==> src/rtl/gpu_pkg.sv <==
// rtl/gpu_pkg.sv - shared core FSM state encoding and default block geometry
package gpu_pkg;

    localparam int CORE_STATE_BITS = 3;
    localparam int DEFAULT_THREADS = 4;
    localparam int DEFAULT_PC_BITS = 8;

    // DECODE must stay 3'b010: the decoder compares core_state against it.
    typedef enum logic [CORE_STATE_BITS-1:0] {
        ST_IDLE    = 3'b000,
        ST_FETCH   = 3'b001,
        ST_DECODE  = 3'b010,
        ST_REQUEST = 3'b011,
        ST_WAIT    = 3'b100,
        ST_EXECUTE = 3'b101,
        ST_UPDATE  = 3'b110,
        ST_DONE    = 3'b111
    } core_state_t;

endpackage

==> src/rtl/first_active_thread.sv <==
// rtl/first_active_thread.sv - priority encoder picking the lowest-index enabled thread
module first_active_thread #(
    parameter int THREADS  = 4,
    parameter int IDX_BITS = (THREADS > 1) ? $clog2(THREADS) : 1
) (
    input  logic [THREADS-1:0]  thread_enable,
    output logic [IDX_BITS-1:0] idx,
    output logic                valid
);

    // Scan from the top so the lowest enabled index is the last one written.
    always_comb begin
        idx   = '0;
        valid = 1'b0;
        for (int i = THREADS - 1; i >= 0; i--) begin
            if (thread_enable[i]) begin
                idx   = IDX_BITS'(i);
                valid = 1'b1;
            end
        end
    end

endmodule

==> src/rtl/core_scheduler.sv <==
// rtl/core_scheduler.sv - per-core instruction sequencer owning the shared block PC
module core_scheduler
    import gpu_pkg::*;
#(
    parameter int THREADS   = DEFAULT_THREADS,
    parameter int PC_BITS   = DEFAULT_PC_BITS,
    parameter int ICNT_BITS = 16
) (
    input  logic                         clk,
    input  logic                         reset,
    input  logic                         start,
    input  logic [THREADS-1:0]           thread_enable,
    input  logic                         fetch_done,
    input  logic [THREADS-1:0]           lsu_busy,
    input  logic                         dec_ret,
    input  logic [THREADS*PC_BITS-1:0]   next_pc,
    output logic [CORE_STATE_BITS-1:0]   core_state,
    output logic [PC_BITS-1:0]           current_pc,
    output logic                         done,
    output logic [ICNT_BITS-1:0]         instr_count
);

    localparam int IDX_BITS = (THREADS > 1) ? $clog2(THREADS) : 1;

    core_state_t          state, state_next;
    logic [IDX_BITS-1:0]  lead_idx;
    logic                 lead_valid;
    logic [PC_BITS-1:0]   lead_pc;
    logic                 any_enabled;
    logic                 mem_stall;

    first_active_thread #(
        .THREADS  (THREADS),
        .IDX_BITS (IDX_BITS)
    ) u_first_active (
        .thread_enable (thread_enable),
        .idx           (lead_idx),
        .valid         (lead_valid)
    );

    assign any_enabled = |thread_enable;
    assign mem_stall   = |(lsu_busy & thread_enable);

    // With no enabled thread left there is no PC to follow, so fall back to 0.
    always_comb begin
        lead_pc = '0;
        if (lead_valid) begin
            lead_pc = next_pc[int'(lead_idx)*PC_BITS +: PC_BITS];
        end
    end

    always_comb begin
        state_next = state;
        case (state)
            ST_IDLE: begin
                if (start) begin
                    state_next = any_enabled ? ST_FETCH : ST_DONE;
                end
            end
            ST_FETCH: begin
                if (fetch_done) begin
                    state_next = ST_DECODE;
                end
            end
            ST_DECODE:  state_next = ST_REQUEST;
            ST_REQUEST: state_next = ST_WAIT;
            ST_WAIT: begin
                if (!mem_stall) begin
                    state_next = ST_EXECUTE;
                end
            end
            ST_EXECUTE: state_next = ST_UPDATE;
            ST_UPDATE:  state_next = dec_ret ? ST_DONE : ST_FETCH;
            ST_DONE:    state_next = ST_DONE;
            default:    state_next = ST_IDLE;
        endcase
    end

    always_ff @(posedge clk) begin
        if (reset) begin
            state       <= ST_IDLE;
            current_pc  <= '0;
            done        <= 1'b0;
            instr_count <= '0;
        end else begin
            state <= state_next;
            case (state)
                ST_IDLE: begin
                    if (start) begin
                        current_pc  <= '0;
                        instr_count <= '0;
                        if (!any_enabled) begin
                            done <= 1'b1;
                        end
                    end
                end
                ST_UPDATE: begin
                    if (instr_count != '1) begin
                        instr_count <= instr_count + 1'b1;
                    end
                    if (dec_ret) begin
                        done <= 1'b1;
                    end else begin
                        current_pc <= lead_pc;
                    end
                end
                default: ;
            endcase
        end
    end

    assign core_state = state;

endmodule

==> config.mk <==
export PLATFORM = sky130hd
export DESIGN_NAME = core_scheduler
export DESIGN_NICKNAME = d
export VERILOG_FILES = /design/src/rtl/gpu_pkg.sv /design/src/rtl/first_active_thread.sv /design/src/rtl/core_scheduler.sv
export SDC_FILE = /design/constraint.sdc
export NUM_CORES = 1
export LEC_CHECK = 0
export ABC_AREA = 0
export ABC_CLOCK_PERIOD_IN_PS = 2200
export BUFFER_PORTS_ARGS = -buffer_cell sky130_fd_sc_hd__buf_2
export CAP_MARGIN = 20
export CELL_PAD_IN_SITES_DETAIL_PLACEMENT = 1
export CELL_PAD_IN_SITES_GLOBAL_PLACEMENT = 1
export CORE_AREA = 5 5 81 83
export CTS_CLUSTER_SIZE = 16
export DETAILED_ROUTE_END_ITERATION = 10
export DIE_AREA = 0 0 86 88
export PLACE_DENSITY = 0.88
export SYNTH_ARGS = -nofsm -noshare
export SYNTH_HDL_FRONTEND = slang
export SYNTH_SLANG_ARGS = --single-unit
==> constraint.sdc <==
create_clock -name clk -period 2.2 [get_ports clk]
set_clock_uncertainty 0.15 [all_clocks]
set_input_delay 0.33 -clock clk [delete_from_list [all_inputs] [get_ports clk]]
set_output_delay 0.33 -clock clk [all_outputs]
set_load 0.02 [all_outputs]
==> summary.md, run 1 <==
| Metric | Value |
|---|---|
| Status | finished, final reports clean |
| Largest net degree at the start of global routing | 24 |
| RSZ-0062 raised after global routing | false |
| Setup TNS | 0 ns |
| Clock sinks | 28 |
| Area of the multi-input gates | about 0.0013 mm^2 |
| Tightest Hold Check Type | input pin to register |
| Total core area | between 0.005 and 0.006 mm^2 |
| Sequential cell area | 560.5 um^2 |
| # rows | 28 |
| ANT nets after route | 0 |
| WL/cell | 16.09 um |
| Drt drc | 0 |
| CTS Hold Buffers Added | 0 |
| Cts bufs inserted | 3 |
| Minimum hold slack | 0.2672 ns |
| Post-synth EDFFs | 0 |
| Die W | roughly 86 um |
| Clk_lat worst skew | about 0.28 ns |
| Leak Pwr | 0.9975 nW |
| Filler cells | 740 |
| Share of layout cells above drive strength 1 | a little over 30% |
| Leading area contributor after synthesis | dfxtp_1 |
| Crit start category | register |
| DR pass1 iterations | 4 |
| DIE HEIGHT | about 88 um |
| Synth top cells by count | 28 x dfxtp_1, 22 x nand2_1, 22 x o21ai_0 |
| Final Util | 42.47% |
| Initial Util | 32.68% |
| Nets | 364 |
| Period utilisation layout | around 93% |
| Mapped cell area | between 0.0015 and 0.002 mm^2 |
| CTS tree | yes |
| WP data required | ~2.3 ns |
| I/O pin count | 73 |
| Post-synth top flop | dfxtp_1 |
| Yosys reg bits | 28 |
| Max frequency | around 490 MHz |
| WS Path Type | register to register |
| Syn avg cell area | 7.775 um^2 |
| Sequential share of the synthesized area | between 20% and 30% |
| Power, Total | ~1.2 mW |
| PD cells | 496.3 mW/mm^2 |
| Number of port buffers | just over 70 |
| All-Layer GR Usage | between 15 and 20% |
| Die area | 0.007568 mm^2 |
| Ranking of synthesized cells by area | dfxtp_1 30%, o21ai_0 5.8%, nand3_1 4.8% |
| Endpoints failing setup | 0 |
| Clock Tree Root | clkbuf_8 |
| CTS H-tree lvls | 1 |
| CP arrival | around 2.1 ns |
| Worst-path clk slew | around 0.11 ns |
| Crit path capture type | register |
| VDD IR max | ~0.00025 V |
| Dpl hpwl | between 4 and 5 mm |
| Max cap viols | 0 |
| Area grow syn2layout | 29.93% |
| Final Hold Viols | 0 |
| 1st-iter DRT viols | between 50 and 60 |
| Synth top area share | between 20 and 30% |
| GRT Residual Overflow | 0 |
| Vias in the first global route | between 2,000 and 2,500 |
| Setup Buffers After CTS | 0 |
| Detailed Route WL | ~6.3 mm |
| Slew Viols, Final | 0 |
| First-pass GRT wire length | between 10 and 15 mm |
| Synth unique cells | 53 |
| Via count | 2,187 |
| Max_slew headroom | 59.76% |
| Routability cong. | 0.8124 |
| Most common cell in the netlist | dfxtp_1 |
| Post-Syn Nets | approximately 290 |
| Synth warn | 0 |
| CP max FO | 13 |
| ANT cells | 0 |
| Initial antenna violation count | 0 |
| Post-Synthesis Cells | roughly 240 |
| Async SR Flop Fraction | 0% |
| Largest buffer count on any clock path | 2 |
| Vias/cell | approximately 5.6 |
| Slew @ Worst Pin | about 0.60 ns |
| Fin crit period | 2.057 ns |
area by class of cell:
class | count | share of cell area (%)
repair buffers | 85 | 18.65
flip-flops and latches | 28 | 22.83
clock inverters | 1 | 1.223
clock buffers | 3 | 1.682
well taps | 75 | 3.823
inverters | 5 | 0.7645
multi-input cells | 195 | 51.02
layer usage:
metal | vias to the layer above | share of wire, % | global-route usage [%]
met4 | 0 | 1.2 | 3.597
met3 | 8 | 6.5 | 3.575
li1 | 1078 | - | -
met5 | - | 0 | 0
met2 | 68 | 49 | 30.06
met1 | 1033 | 44 | 20.56
state kept, by name (all words and copies together), names as in the netlist:
signal       flops
done             1
current_pc       8
instr_count     16
core_state       3
critical path, cell delays in order (launching register included):
cell,delay [ns]
dfxtp_1,0.45
nor4b_4,0.47
o21ai_2,0.22
or4_1,0.50
a21oi_1,0.20
cell families after synthesis:
group / Yosys count / synth area share (%)
AO/OA/AOI/OAI: 79 / 27.29
adder cells (fa/ha/maj): 1 / 0.6621
buffers and inverters: 20 / 4.371
flip-flops: 28 / 29.67
multiplexers: 7 / 3.709
AND/OR/NAND/NOR: 108 / 34.31
metrics by stage:
stage | instances | setup slack [ns] | cell area [um^2]
floorplan | 243 | 0.3010 | 1889
global placement | 388 | 0.2105 | 2377
detailed placement | 388 | 0.1678 | 2377
CTS | 392 | 0.1294 | 2449
global route | 392 | 0.02117 | 2455
finish | 392 | 0.1431 | 2455
what timing repair did:
action	in CTS	in global routing
hold endpoints to repair	0	0
setup endpoints to repair	0	1
resized for setup	0	1
final timing paths:
check                      from               to  slack (ns)  cells after the start
setup / recovery  core_state[1]  instr_count[12]        0.14                      4
hold / removal          dec_ret    core_state[2]        0.27                      3
setup reg to reg  core_state[1]  instr_count[12]        0.14                      4
hold reg to reg   current_pc[1]    current_pc[1]        0.34                      2
power breakdown:
part / internal [mW] / switching [mW]
logic: 0.117 / 0.145
registers: 0.515 / 0.0195
clock network: 0.244 / 0.177
total: 0.876 / 0.342
cell usage in the layout (no fill, tap or decap), types with 2 or more instances in the layout:
cell type	Yosys	layout
buf_2	3	72
dfxtp_1	28	28
nand2_1	22	22
o21ai_0	22	22
nand3_1	18	18
buf_4	1	13
and3_1	11	11
a21oi_1	11	11
a21o_1	9	9
a21boi_0	8	8
a31oi_1	8	8
nor2_1	7	7
or3_1	7	7
mux2i_1	7	7
nor4_1	7	6
inv_1	5	5
or4_1	5	5
o31ai_1	4	4
a211oi_1	4	4
nand3b_1	3	3
and4_1	3	3
nand4_1	3	3
nor3_1	3	3
nand2b_1	3	3
o32ai_1	3	3
clkbuf_8	0	3
o21ai_1	2	2
nor4_2	1	2
Note: power is estimated with default switching activity, not from simulation.
==> run 2: changes to the inputs <==
- RECOVER_POWER: not set -> 100
==> run 2 against run 1 <==
  * Worst setup slack improved by 0.018 ns
  * Clock-buffer cell count did not move
  * Die area did not move
  * Clock power barely moved
  * Cell area fell by 1.7%
  * Total power fell by 0.29%
  * Critical path type unchanged
  * Global-route usage did not move
  * Final cell count did not move
  * First-iteration DRC count rose by 33%
==> summary.md, run 2 (same netlist as run 1, synthesis figures left out) <==
| Metric | Value |
|---|---|
| Status | finished, final reports clean |
| Top Family by Delay on Critical Path | simple AND/OR/NAND/NOR gates |
| Via count | between 2,000 and 2,500 |
| WP data required | about 2.3 ns |
| Number of port buffers | around 70 |
| Final Util | 41.73% |
| Period utilisation layout | 92.70% |
| Minimum hold slack | 0.2670 ns |
| Met1 usage | around a fifth |
| Die area | between 0.007 and 0.008 mm^2 |
| Max_slew headroom | between 50% and 60% |
| Vias in the first global route | 2,146 |
| Setup Buffers After CTS | 0 |
| DIE HEIGHT | 88 um |
| Tightest Hold Check Type | input pin to register |
| Clock sinks | 28 |
| Crit start category | register |
| WL/cell | roughly 16 um |
| Crit path capture type | register |
| GRT Residual Overflow | 0 |
| Place WS | ~0.17 ns |
| Initial antenna violation count | 0 |
| Clock Tree Root | clkbuf_8 |
| Met3 Usage GRT | under 10% |
| Final Hold Viols | 0 |
| First-pass GRT wire length | between 10 and 15 mm |
| Dpl hpwl | 4.929 mm |
| Max frequency | between 400 and 500 MHz |
| Max cap viols | 0 |
| I/O pin count | 73 |
| Worst Reg-to-Reg Cells | 4 |
| Drt drc | 0 |
| Clk_lat worst skew | ~0.28 ns |
| GR peak layer | met2 |
| CP Depth | 4 |
| Crit path largest cell delay | ~0.50 ns |
| Setup TNS | 0 ns |
| Largest register FFs | 16 |
| # rows | 28 |
| Routability cong. | ~0.81 |
| Global Route met2 Usage | a little under a third |
| Largest net degree at the start of global routing | 24 |
| WS Path Type | register to register |
| Leak Pwr | between 0.8 and 0.9 nW |
| Area grow syn2layout | 27.68% |
| Largest buffer count on any clock path | 2 |
| CP max-delay cell | or4_1 |
| Fin crit period | approximately 2 ns |
| Slew @ Worst Pin | 0.6015 ns |
| DR pass1 iterations | 4 |
| WHS Path Cells | 3 |
| Worst path cell trace | nor4b_4 -> o21ai_2 -> or4_1 -> a21oi_1 |
| Commonest non-fill, non-tap cells in the layout | 46 x buf_2, 28 x dfxtp_1, 28 x clkbuf_1 |
| ANT cells | 0 |
| Share of layout cells above drive strength 1 | 22.08% |
| Initial Util | 32.68% |
| CP max FO | 13 |
| Total core area | about 0.0058 mm^2 |
| Commonest non-fill, non-tap cell in the layout | buf_2 |
| Nets | around 360 |
| Worst-path clk slew | 0.11 ns |
| Power, Total | roughly 1.2 mW |
| Endpoints failing setup | 0 |
| Die W | between 80 and 90 um |
| Vias/cell | about 5.5 |
| Buffer and inverter count on the worst path | 0 |
| Largest Register | instr_count |
| 1st-iter DRT viols | 76 |
| Setup slack after layout | between 0.15 and 0.2 ns |
| CTS tree | yes |
| RSZ-0062 raised after global routing | false |
| Detailed Route WL | 6.292 mm |
| CTS H-tree lvls | 1 |
| All-Layer GR Usage | roughly 17% |
| Post-cts resize count | 0 |
| ANT nets after route | 0 |
| CP arrival | ~2.1 ns |
| PD cells | between 500 and 600 mW/mm^2 |
| VDD IR max | 0.0002536 V |
| Cts bufs inserted | 3 |
| CTS Hold Buffers Added | 0 |
| Slew Viols, Final | 0 |
## run 2: changes by cell type in the layout (fill, tap and decap cells not counted)
cell and delta:
clkbuf_1 +28, buf_4 -3, buf_2 -26, clkbuf_2 +1
## run 2: worst paths after layout
| kind | from | to | slack [ns] |
|---|---|---|---|
| setup / recovery | core_state[1] | instr_count[12] | 0.16 |
| setup reg to reg | core_state[1] | instr_count[12] | 0.16 |
| hold reg to reg | current_pc[1] | current_pc[1] | 0.34 |
| hold / removal | dec_ret | core_state[2] | 0.27 |
## run 2: routing by layer
layer	vias to the layer above	share of wire [%]
met2	72	48
met5	-	0
met1	1013	43
li1	1080	-
met3	10	6.8
met4	0	1.5
## run 2: through the flow
step | instances | area, um^2
floorplan | 243 | 1889
global placement | 388 | 2377
detailed placement | 388 | 2377
CTS | 392 | 2449
global route | 392 | 2412
finish | 392 | 2412
## run 2: final cells by class
cell class                 count  area [um^2]
fill                         759         3368
multi-input combinational    195         1252
sequential                    28        560.5
timing repair buffer          85        415.4
tap                           75        93.84
clock buffer                   3        41.29
clock inverter                 1        30.03
inverter                       5        18.77
## run 2: worst min-delay path, stage by stage
cell	delay (ns)
buf_2	0.12
o21ai_0	0.08
a21oi_1	0.13
## run 2: where the power goes
part           internal, mW  switching (mW)  leakage (nW)  total, mW
combinational         0.113           0.145         0.612      0.258
sequential            0.515          0.0192         0.226      0.534
clock                 0.244           0.178        0.0357      0.422
